`config.mk`:
```
export PLATFORM = sky130hd
export DESIGN_NAME = ppe_arbiter_ctrl_flat
export DESIGN_NICKNAME = d
export VERILOG_FILES = /design/src/rtl/ppe_arbiter_ctrl_if.sv /design/src/rtl/ppe_arbiter_ctrl.sv /design/src/flat_wrapper.sv
export SDC_FILE = /design/constraint.sdc
export NUM_CORES = 1
export LEC_CHECK = 0
export CAP_MARGIN = 10
export CORE_MARGIN = 5
export CORE_UTILIZATION = 35
export DETAILED_ROUTE_END_ITERATION = 16
export MAX_ROUTING_LAYER = met4
export PLACE_DENSITY = 0.67
export REMOVE_ABC_BUFFERS = 1
export SLEW_MARGIN = 20
export SYNTH_ARGS = -nofsm -noshare
export SYNTH_HDL_FRONTEND = slang
export SYNTH_SLANG_ARGS = --single-unit
```
`constraint.sdc`:
```
create_clock -name clk -period 9.06 [get_ports clk]
set_input_delay 1.359 -clock clk [delete_from_list [all_inputs] [get_ports clk]]
set_output_delay 1.359 -clock clk [all_outputs]
set_load 0.02 [all_outputs]
```
`src/rtl/ppe_arbiter_ctrl_if.sv`:
```
// Request/grant bundle between the requesters, the arbiter and the consumer.
// The lock signal exists only when PPE_ARB_LOCK_EN is defined.
interface ppe_arbiter_ctrl_if #(
  parameter int N = 16,
  parameter int W = 4
);
  logic [N-1:0] req;
  logic         mode;
  logic         base_wr;
  logic [W-1:0] base_in;
  logic         gnt_ready;
`ifdef PPE_ARB_LOCK_EN
  logic         lock;
`endif
  logic         gnt_valid;
  logic [W-1:0] gnt_idx;
  logic [N-1:0] gnt_onehot;
  logic         busy;
  logic [W-1:0] base;
  logic [15:0]  gnt_cnt;

`ifdef PPE_ARB_LOCK_EN
  modport master (
    output req, mode, base_wr, base_in, gnt_ready, lock,
    input  gnt_valid, gnt_idx, gnt_onehot, busy, base, gnt_cnt
  );
  modport slave (
    input  req, mode, base_wr, base_in, gnt_ready, lock,
    output gnt_valid, gnt_idx, gnt_onehot, busy, base, gnt_cnt
  );
`else
  modport master (
    output req, mode, base_wr, base_in, gnt_ready,
    input  gnt_valid, gnt_idx, gnt_onehot, busy, base, gnt_cnt
  );
  modport slave (
    input  req, mode, base_wr, base_in, gnt_ready,
    output gnt_valid, gnt_idx, gnt_onehot, busy, base, gnt_cnt
  );
`endif
endinterface

```
`src/rtl/ppe_arbiter_ctrl.sv`:
```
// Rotating-base priority arbiter with a registered grant held under valid/ready.
// Optional grant locking (GRANT->GRANT on handshake) is enabled by PPE_ARB_LOCK_EN.
module ppe_arbiter_ctrl #(
  parameter int N = 16,
  parameter int W = 4
) (
  input logic clk,
  input logic rst,
  ppe_arbiter_ctrl_if.slave bus
);

  typedef enum logic {IDLE, GRANT} state_t;

  state_t       state_q, state_d;
  logic         gnt_valid_q, gnt_valid_d;
  logic [W-1:0] gnt_idx_q, gnt_idx_d;
  logic [N-1:0] gnt_onehot_q, gnt_onehot_d;
  logic         busy_q, busy_d;
  logic [W-1:0] base_q, base_d;
  logic [15:0]  gnt_cnt_q, gnt_cnt_d;

  logic [W-1:0] scan_idx;
  logic [W-1:0] winner;
  logic         handshake;
  logic         hold_lock;

  // Scan downward from base+N-1 to base so the last hit is the first set bit at or above base;
  // W-bit addition wraps modulo N because N is a power of two.
  always_comb begin
    scan_idx = '0;
    winner   = '0;
    for (int i = N - 1; i >= 0; i--) begin
      scan_idx = base_q + W'(i);
      if (bus.req[scan_idx]) winner = scan_idx;
    end
  end

  assign handshake = (state_q == GRANT) && gnt_valid_q && bus.gnt_ready;

`ifdef PPE_ARB_LOCK_EN
  assign hold_lock = bus.lock && bus.req[gnt_idx_q];
`else
  assign hold_lock = 1'b0;
`endif

  always_comb begin
    state_d      = state_q;
    gnt_valid_d  = gnt_valid_q;
    gnt_idx_d    = gnt_idx_q;
    gnt_onehot_d = gnt_onehot_q;
    busy_d       = busy_q;
    base_d       = base_q;
    gnt_cnt_d    = gnt_cnt_q;

    case (state_q)
      IDLE: begin
        if (|bus.req) begin
          state_d      = GRANT;
          gnt_valid_d  = 1'b1;
          gnt_idx_d    = winner;
          gnt_onehot_d = {{(N-1){1'b0}}, 1'b1} << winner;
          busy_d       = 1'b1;
        end
      end
      GRANT: begin
        if (handshake) begin
          if (gnt_cnt_q != 16'hFFFF) gnt_cnt_d = gnt_cnt_q + 16'd1;
          if (!hold_lock) begin
            state_d      = IDLE;
            gnt_valid_d  = 1'b0;
            gnt_onehot_d = '0;
            busy_d       = 1'b0;
            if (!bus.mode) base_d = gnt_idx_q + W'(1);
          end
        end
      end
      default: state_d = IDLE;
    endcase

    // An explicit base load wins over a same-cycle round-robin advance.
    if (bus.base_wr) base_d = bus.base_in;
  end

  always_ff @(posedge clk or posedge rst) begin
    if (rst) begin
      state_q      <= IDLE;
      gnt_valid_q  <= 1'b0;
      gnt_idx_q    <= '0;
      gnt_onehot_q <= '0;
      busy_q       <= 1'b0;
      base_q       <= '0;
      gnt_cnt_q    <= '0;
    end else begin
      state_q      <= state_d;
      gnt_valid_q  <= gnt_valid_d;
      gnt_idx_q    <= gnt_idx_d;
      gnt_onehot_q <= gnt_onehot_d;
      busy_q       <= busy_d;
      base_q       <= base_d;
      gnt_cnt_q    <= gnt_cnt_d;
    end
  end

  assign bus.gnt_valid  = gnt_valid_q;
  assign bus.gnt_idx    = gnt_idx_q;
  assign bus.gnt_onehot = gnt_onehot_q;
  assign bus.busy       = busy_q;
  assign bus.base       = base_q;
  assign bus.gnt_cnt    = gnt_cnt_q;

endmodule

```
`src/flat_wrapper.sv`:
```
// flat-port wrapper written by rule: the top's interface ports become plain ports
module ppe_arbiter_ctrl_flat 
#(
  parameter int N = 16,
  parameter int W = 4
)
  (clk, rst, bus_req, bus_mode, bus_base_wr, bus_base_in, bus_gnt_ready, bus_gnt_valid, bus_gnt_idx, bus_gnt_onehot, bus_busy, bus_base, bus_gnt_cnt);
  ppe_arbiter_ctrl_if #(.N(N), .W(W)) bus_i ();
  input logic clk;
  input logic rst;
  input wire logic [$bits(bus_i.req)-1:0] bus_req;
  input wire logic [$bits(bus_i.mode)-1:0] bus_mode;
  input wire logic [$bits(bus_i.base_wr)-1:0] bus_base_wr;
  input wire logic [$bits(bus_i.base_in)-1:0] bus_base_in;
  input wire logic [$bits(bus_i.gnt_ready)-1:0] bus_gnt_ready;
  output wire logic [$bits(bus_i.gnt_valid)-1:0] bus_gnt_valid;
  output wire logic [$bits(bus_i.gnt_idx)-1:0] bus_gnt_idx;
  output wire logic [$bits(bus_i.gnt_onehot)-1:0] bus_gnt_onehot;
  output wire logic [$bits(bus_i.busy)-1:0] bus_busy;
  output wire logic [$bits(bus_i.base)-1:0] bus_base;
  output wire logic [$bits(bus_i.gnt_cnt)-1:0] bus_gnt_cnt;
  assign bus_i.req = bus_req;
  assign bus_i.mode = bus_mode;
  assign bus_i.base_wr = bus_base_wr;
  assign bus_i.base_in = bus_base_in;
  assign bus_i.gnt_ready = bus_gnt_ready;
  assign bus_gnt_valid = bus_i.gnt_valid;
  assign bus_gnt_idx = bus_i.gnt_idx;
  assign bus_gnt_onehot = bus_i.gnt_onehot;
  assign bus_busy = bus_i.busy;
  assign bus_base = bus_i.base;
  assign bus_gnt_cnt = bus_i.gnt_cnt;
  ppe_arbiter_ctrl #(.N(N), .W(W)) u_core (.clk(clk), .rst(rst), .bus(bus_i));
endmodule
```
Yosys cells after proc, flatten, opt, wreduce, memory -nomap -nowiden
Index checks and enable logic that the tools add are counted.

Magnitude comparators: 16. Muxes and demuxes: 61. Shift-type cells: 1. Bitwise logic cells: 1. Eq/ne operators: 4. $add $sub $neg: 17. Reductions and logical operators: 9.

Operator list (count): $lt A4 B5 Y1 const B (16); $mux W4 (20); $bmux W1 S4 (16); $add A4 B4 Y4 const B (8); $mux W16 (2); $pmux W16 S2 (1); $mux W1 (20); $add A16 B1 Y16 const B (1); $add A4 B3 Y4 const B (4); $ne A16 B16 Y1 const B (1); $reduce_or A16 Y1 (1); $shl A1 B4 Y16 const A (1); $add A4 B1 Y4 const B (2); $add A4 B2 Y4 const B (2); $reduce_and A3 Y1 (2); $ne A2 B1 Y1 const B (2); $pmux W1 S2 (2); $reduce_and A2 Y1 (2); $reduce_bool A2 Y1 (2); $logic_and A1 B1 Y1 (2); $ne A2 B2 Y1 const B (1); $not A1 Y1 (1).

Register bits: 42. Output and inout bits: 42.

Depth between registers and ports, before layout
Gate-level depths: netlist of run 1.

Word-level depth: 22. Gate-level depth with buffers: 15. Gate-level depth less buffers: 10.

Least setup slack after synthesis of run 1
OpenSTA, ideal clock, no wires.

Path type: register -> register. Start point: register u_core.base_q[1], in the netlist u_core.bus.base[1]. End point: register u_core.gnt_onehot_q[13], in the netlist u_core.bus.gnt_onehot[13]. Setup time: 0.110 ns. Arrival: 4.378 ns. Stages on the path, launching flop included: 16. Buffers on the path: 5. Setup slack: 4.571 ns. Cell sequence: dfrtp_1 > buf_4 > buf_6 > clkbuf_1 > inv_1 > ha_1 > buf_6 > mux2_2 > mux4_2 > mux2_4 > mux2i_1 > a221o_1 > a221o_1 > a22o_1 > buf_4 > o41ai_1.

Word-level cells in the longest chain between the ends: 22.

RTL lines: start, declared (RTL line ppe_arbiter_ctrl.sv:19) `logic [W-1:0] base_q, base_d;`; start signal, assigned (RTL line ppe_arbiter_ctrl.sv:99) `base_q <= base_d;`; $add A4 B4 Y4 (RTL line ppe_arbiter_ctrl.sv:33) `scan_idx = base_q + W'(i);`; $bmux W1 S4 (RTL line ppe_arbiter_ctrl.sv:34) `if (bus.req[scan_idx]) winner = scan_idx;`; $mux W1 (not written as such) (RTL line ppe_arbiter_ctrl.sv:34); $mux W4 (15 in series) (RTL line ppe_arbiter_ctrl.sv:34); $mux W4 (*) (RTL line ppe_arbiter_ctrl.sv:34); $shl A1 B4 Y16 (*) (RTL line ppe_arbiter_ctrl.sv:61) `gnt_onehot_d = {{(N-1){1'b0}}, 1'b1} << winner;`; $mux W16 (*) (RTL line ppe_arbiter_ctrl.sv:57) `if (|bus.req) begin`; $pmux W16 S2 (*) (RTL line ppe_arbiter_ctrl.sv:55) `case (state_q)`; end signal, assigned (RTL line ppe_arbiter_ctrl.sv:97) `gnt_onehot_q <= gnt_onehot_d;`; end, declared (RTL line ppe_arbiter_ctrl.sv:17) `logic [N-1:0] gnt_onehot_q, gnt_onehot_d;`.

Mark *: on every way between the ends. The rest lies on a longest branch, timed or not. The select of a mux whose other input is x is not followed. A chain may end at the register's enable or synchronous reset.

Worst setup path after layout of run 1
Start point: register u_core.base_q[0], in the netlist u_core.bus.base[0]. End point: register u_core.gnt_onehot_q[15], in the netlist u_core.bus.gnt_onehot[15].

Same word-level chain as after synthesis.

==> results of run 1 <==
==> metrics by stage <==
stage          util (%)  hold slack (ps)  total power [mW]
6_report           43.2              478              1.08
5_1_grt            43.2              503              1.15
4_1_cts            43.2              480              1.08
3_5_place_dp       41.9              464             0.879
3_3_place_gp       41.9              468             0.880
2_1_floorplan         -              455             0.676
==> worst register-to-register path, delay by kind of cell (launching register included) <==
| kind | cells | cell delay (ps) |
|---|---|---|
| buffers and inverters | 2 | 850 |
| DFF | 1 | 320 |
| muxes | 4 | 1490 |
| adders and majority gates | 1 | 930 |
| AOI/OAI and AO/OA | 4 | 1400 |
==> cells by family after synthesis <==
| group | count (synthesis) |
|---|---|
| and+or+nand+nor | 134 |
| AOI/OAI and AO/OA | 106 |
| xor gates and xnor gates | 29 |
| buffers and inverters | 36 |
| muxes | 87 |
| DFF | 42 |
| adders and majority gates | 9 |
==> cell type report <==
type / count / area share (%)
multi-input combinational: 365 / 58.8
sequential: 42 / 20.2
timing repair buffer: 70 / 13.3
tap: 147 / 3.54
clock buffer: 7 / 2.55
inverter: 13 / 0.940
clock inverter: 1 / 0.578
==> sequential cells by signal (all words and copies together) (netlist names) <==
signal	count
u_core.bus.gnt_cnt	16
u_core.bus.gnt_onehot	16
u_core.bus.base	4
u_core.bus.gnt_idx	4
u_core.bus.gnt_valid	1
u_core.state_q	1
==> report_power, final <==
part           total [mW]  internal (mW)  leakage [nW]  switching, mW
Combinational       0.637          0.267          1.44          0.370
Clock               0.197          0.130        0.0781         0.0669
Sequential          0.251          0.218         0.546         0.0327
Total                1.08          0.615          2.06          0.470
==> path summary, 6_finish.rpt <==
path / startpoint / endpoint / slack (ps) / cells past startpoint
max: u_core.bus.base[0] / u_core.bus.gnt_onehot[15] / 3950 / 11
min: u_core.bus.gnt_onehot[8] / u_core.bus.gnt_onehot[8] / 480 / 2
max reg2reg: u_core.bus.base[0] / u_core.bus.gnt_onehot[15] / 3950 / 11
min reg2reg: u_core.bus.gnt_onehot[8] / u_core.bus.gnt_onehot[8] / 480 / 2
max in group asynchronous: rst / u_core.bus.gnt_idx[2] / 7180 / 3
min in group asynchronous: rst / u_core.bus.gnt_cnt[7] / 1530 / 3
==> layout by cell type, fill, tap and decap left out, drive strengths merged, types with 14 or more instances in the layout <==
| cell | instances |
|---|---|
| mux2i | 39 |
| mux4 | 26 |
| nor2 | 32 |
| a21oi | 21 |
| nand2 | 47 |
| clkdlybuf4s50 | 66 |
| xnor2 | 15 |
| mux2 | 22 |
| xor2 | 14 |
| o41ai | 16 |
| dfrtp | 42 |
==> routing by layer <==
layer / GRT usage, % / vias to the layer above
li1: - / 1824
met4: 7.65 / 0
met3: 3.04 / 59
met1: 23.7 / 1924
met2: 28.2 / 199
met5: - / -
==> results.tsv, run 1 <==
stage	metric	value	unit
logic_synthesis	Mapped Area	4290	µm²
setup_path	cell family with most CP delay	multiplexers	
setup_path	WP buf/inv	2	
global_route	initial antenna violation count	0	
global_route	GR Overflow Total	0	
logic_synthesis	Mapped Cells	443	
cts	clock tree sinks	42	
cts	Max clock buf depth	2	
logic_synthesis	synthesized area per cell	9.68	µm²
routing	initial DRC count	349	
logic_synthesis	synth unique cells	69	
finish	number of filler cells placed in the layout	1160	
cts	Root Driver	clkbuf_16	
sta	setup violators final	0	
logic_synthesis	simple-gate share of the synthesized area	15.1	%
sta	Clock Skew	3.56	ps
setup_path	crit-path max FO	43	
sta	Slew Limit Fails	0	
logic_synthesis	EDFF count, synth	0	
floorplan	cell row count	40	
routing	Avg Vias per Cell	6.21	
sta	Setup TNS	0	ps
routing	final WL	13000	µm
sta	fmax	0.196	GHz
setup_path	Startpoint Class	register	
setup_path	kind of critical path	register to register	
place	DP Cell Count	637	
logic_synthesis	Area contributors post-synth	dfrtp_1 (25%), mux4_2 (13%), mux2i_1 (9.1%)	
place	IO buf count	66	
cts	hold buffer count at CTS	0	
finish	nets@finish	531	
routing	via count	4006	
logic_synthesis	Async S/R FF share, synth	100	%
logic_synthesis	top cells by count, synth	nand2_1 (47), dfrtp_1 (42), mux2i_1 (39)	
logic_synthesis	Synth Flop Type	dfrtp_1	
power_and_ir_drop	Worst VDD drop	0.130	mV
setup_path	Crit. End Element	register	
place	gpl congestion	1.07	
logic_synthesis	top cell type's share of synthesized area	24.5	%
cts	CTS tree	done	
floorplan	Starting Density	35.7	%
finish	n_diodes	0	
global_route	vias in the first global route	3995	
cts	setup bufs post-CTS	0	
outcome	outcome	completed	
logic_synthesis	post-synthesis adder-cell area fraction	2.63	%
logic_synthesis	Synth Register Bits	42	
min_path	HP Class	register to register	
floorplan	Die Y	121	µm
floorplan	core area	12000	µm²
floorplan	area of the die	14600	µm²
logic_synthesis	Post-Synth XOR/XNOR Area	6.10	%
finish	Cell Count, Final, Fillers Out	645	
logic_synthesis	area leader, netlist	dfrtp_1	
finish	Storage cell area	1050	µm²
sta	final worst slack	3950	ps
global_route	first-pass GRT wire length	21000	µm
setup_path	Worst Path Required	9220	ps
setup_path	Slowest Stage Delay on Critical Path	930	ps
sta	Hold Vio Cnt, Final	0	
routing	Metal-1 WL	5540	µm
power_and_ir_drop	Pwr per Cell Area	209	nW/µm²
cts	CTS buffer count	5	
sta	RSZ-0062 raised after global routing	no	
sta	Slew @ Worst Pin	1070	ps
setup_path	critical path cell sequence	buf_4 -> clkinv_1 -> ha_1 -> mux2_2 -> mux4_2 -> mux2_4 -> mux2i_1 -> a221o_1 -> a221o_1 -> a22o_1 -> o41ai_1	
finish	area delta synth->final	21.1	%
logic_synthesis	largest family of logic cells by synthesized area	multiplexers	
sta	final critical-path required period	5110	ps
place	dpl ws	3990	ps
cts	clock slew at reported path FFs	60	ps
global_route	maximum number of pins on one net before global-route repair	44	
logic_synthesis	sequential cell area fraction in the yosys report	24.5	%
finish	multi-input logic area	3060	µm²
global_route	total track usage	18.2	%
cts	PostCTS Resize Cnt	0	
logic_synthesis	YS warnings	0	
setup_path	Crit-path slowest cell	ha_1	
job	Max Cap Viol	0	
power_and_ir_drop	Lkg Pwr	2.06	nW
place	Final HPWL DP	9860	µm
sta	relative slew slack	28.1	%
setup_path	CP most frequent cell	a221o_1	
logic_synthesis	mux cell area share after synthesis	28.7	%
finish	share of layout cells above drive strength 1	13.9	%
routing	met3 WL	858	µm
logic_synthesis	Compound-Gate Fraction of Synth Area	18.8	%
floorplan	I/O pin cnt	67	
floorplan	die width	121	µm
cts	H-tree depth	2	
routing	DR WL/cell	20.1	µm
routing	drt first pass iters	6	
logic_synthesis	count leader, synth	nand2_1	
routing	Antenna Violating Nets Remaining	0	
routing	Max Used Layer	met4	
setup_path	Worst Path Arrival	5260	ps
routing	Residual DRC	0	
routing	met2 routed WL	5940	µm
place	Post-DP Area	5030	µm²
finish	post-route cell area	5190	µm²
cts	clk_lat worst skew	280	ps
sta	period utilization	56.4	%
Note: power is estimated with default switching activity, not from simulation.
==> run 2: changes to the inputs <==
--- a/config.mk
+++ b/config.mk
@@ -10,7 +10,7 @@
 export CORE_UTILIZATION = 35
 export DETAILED_ROUTE_END_ITERATION = 16
 export MAX_ROUTING_LAYER = met4
-export PLACE_DENSITY = 0.67
+export PLACE_DENSITY = 0.69
 export REMOVE_ABC_BUFFERS = 1
 export SLEW_MARGIN = 20
 export SYNTH_ARGS = -nofsm -noshare
==> constraint.sdc (replaced) <==
create_clock -name clk -period 4.4 [get_ports clk]
set_input_delay 0.66 -clock clk [delete_from_list [all_inputs] [get_ports clk]]
set_output_delay 0.66 -clock clk [all_outputs]
set_load 0.02 [all_outputs]
==> results.tsv, run 2 (synthesized netlist as in run 1, its figures left out) <==
stage	metric	value	unit	change
floorplan	area of the die	14600	µm²	unchanged
cts	CTS buffer count	5		unchanged
setup_path	WP buf/inv	1		-1
routing	initial DRC count	321		-8.0%
finish	area delta synth->final	23.5	%	
place	dpl ws	206	ps	-3790 ps
sta	final worst slack	370	ps	-3580 ps
setup_path	Startpoint Class	register		
setup_path	Crit path depth	10		-1
floorplan	core area	12000	µm²	unchanged
setup_path	Worst Path Required	4560	ps	-4660 ps
routing	Avg Vias per Cell	6.05		-2.6%
global_route	vias in the first global route	3847		-3.7%
routing	drt first pass iters	5		-1
power_and_ir_drop	Lkg Pwr	2.13	nW	+3.2%
cts	clock slew at reported path FFs	60	ps	about the same
finish	n_diodes	0		unchanged
setup_path	kind of critical path	register to register		
cts	Max clock buf depth	2		unchanged
finish	Layout Utilization	44.1	%	+0.89 points
setup_path	flop2flop setup slack	370	ps	-3580 ps
routing	Residual DRC	0		unchanged
cts	clock tree sinks	42		unchanged
global_route	first-pass GRT wire length	20500	µm	-2.3%
outcome	outcome	completed		
floorplan	cell row count	40		unchanged
setup_path	critical path cell sequence	clkinv_1 -> ha_2 -> mux4_2 -> mux2i_1 -> mux2i_1 -> nor4_4 -> o211ai_1 -> o21a_1 -> or3b_1 -> o41ai_1		
setup_path	worst flop-to-flop path endpoint	u_core.bus.gnt_onehot[2]		
routing	final WL	12500	µm	-3.4%
floorplan	Die Y	121	µm	unchanged
setup_path	Crit. Startpoint	u_core.bus.base[0]		
sta	relative slew slack	34.7	%	+6.6 points
finish	multi-input logic area	3060	µm²	about the same
setup_path	r2r worst-path depth	10		-1
setup_path	crit-path max FO	15		-65%
cts	H-tree depth	2		unchanged
global_route	initial antenna violation count	0		unchanged
sta	Slew @ Worst Pin	976	ps	-98.3 ps
sta	Slew Limit Fails	0		unchanged
finish	number of filler cells placed in the layout	1153		-0.60%
power_and_ir_drop	Pwr per Cell Area	426	nW/µm²	+100%
power_and_ir_drop	Worst VDD drop	0.315	mV	+140%
place	DP Cell Count	650		+2.0%
sta	Clock Skew	4.09	ps	+0.526 ps
cts	Root Driver	clkbuf_16		
finish	share of layout cells above drive strength 1	16.5	%	+2.6 points
sta	Hold Slack	478	ps	-0.150 ps
setup_path	Crit-path slowest cell	mux4_2		
sta	Hold Vio Cnt, Final	0		unchanged
setup_path	Slowest Stage Delay on Critical Path	660	ps	-270 ps
finish	most frequent cells in the layout	clkdlybuf4s50_1 (66), nand2_1 (47), dfrtp_1 (42), mux2i_1 (39), nor2_1 (32)		
floorplan	Starting Density	35.7	%	unchanged
floorplan	I/O pin cnt	67		unchanged
routing	Antenna Violating Nets Remaining	0		unchanged
cts	clk_lat worst skew	280	ps	about the same
place	gpl congestion	0.983		-7.8%
finish	Storage cell area	1050	µm²	unchanged
routing	via count	3976		-0.75%
global_route	maximum number of pins on one net before global-route repair	43		-2.3%
setup_path	Worst Path Arrival	4190	ps	-1070 ps
sta	period utilization	91.6	%	+35 points
setup_path	FF-to-FF Start	u_core.bus.base[0]		
finish	commonest non-fill, non-tap cell in the layout	clkdlybuf4s50_1		
cts	CTS tree	done		
job	Max Cap Viol	0		unchanged
finish	post-route cell area	5300	µm²	+2.0%
min_path	HP Class	register to register		
cts	hold buffer count at CTS	0		unchanged
sta	fmax	0.248	GHz	+27%
sta	RSZ-0062 raised after global routing	no		
place	IO buf count	66		unchanged
sta	setup violators final	0		unchanged
global_route	GR Overflow Total	0		unchanged
finish	nets@finish	544		+2.4%
sta	Setup TNS	0	ps	unchanged
power_and_ir_drop	Pwr Total	2.26	mW	+110%
place	Final HPWL DP	9590	µm	-2.7%
routing	DR WL/cell	19.1	µm	-5.2%
place	Post-DP Area	5130	µm²	+1.9%
sta	final critical-path required period	4030	ps	-1080 ps
setup_path	Worst Setup EP	u_core.bus.gnt_onehot[2]		
finish	Cell Count, Final, Fillers Out	657		+1.9%
setup_path	cell family with most CP delay	multiplexers		
setup_path	Crit. End Element	register		
global_route	total track usage	17.7	%	-0.49 points
setup_path	CP most frequent cell	mux2i_1		
floorplan	die width	121	µm	unchanged
run 2: timing repair:
item	in CTS	in global routing
buffers inserted	0	0
resized for setup	0	1
setup endpoints to repair	0	9
run 2: worst min path at each step:
stage                                   start                   endpoint  slack [ps]  depth (start not counted)
floorplan                      u_core.state_q       u_core.bus.gnt_valid         450                          1
global placement    u_core.bus.gnt_onehot[10]  u_core.bus.gnt_onehot[10]         460                          2
detailed placement   u_core.bus.gnt_onehot[0]   u_core.bus.gnt_onehot[0]         470                          2
CTS                  u_core.bus.gnt_onehot[0]   u_core.bus.gnt_onehot[0]         480                          2
global route         u_core.bus.gnt_onehot[0]   u_core.bus.gnt_onehot[0]         500                          2
finish               u_core.bus.gnt_onehot[0]   u_core.bus.gnt_onehot[0]         480                          2
run 2: tightest hold or removal path: cells and delay by family, from the launching register on:
family          cells  cell delay [ps]
flops               1              340
simple gates        1               60
compound gates      1               50
run 2: per-layer routing:
layer / part of all wire [%] / global-route usage [%] / routed length, µm / vias to the layer above
li1: - / - / - / 1848
met1: 43 / 24.1 / 5450 / 1915
met2: 46 / 26.9 / 5750 / 176
met3: 7.6 / 3.18 / 953 / 37
met4: 3.1 / 5.81 / 388 / 0
met5: 0 / - / 0 / -
run 2: layout make-up:
class	count	share of cell area [%]
Clock inverter	1	0.567
Multi-Input combinational cell	365	57.7
Timing Repair Buffer	83	14.9
Clock buffer	6	2.62
Tap cell	147	3.47
Sequential cell	42	19.8
Inverter	13	0.921
run 2: power by group:
part	switching (mW)	internal [mW]	leakage, nW
combinational	0.749	0.573	1.50
sequential	0.0667	0.449	0.546
clock	0.139	0.280	0.0829
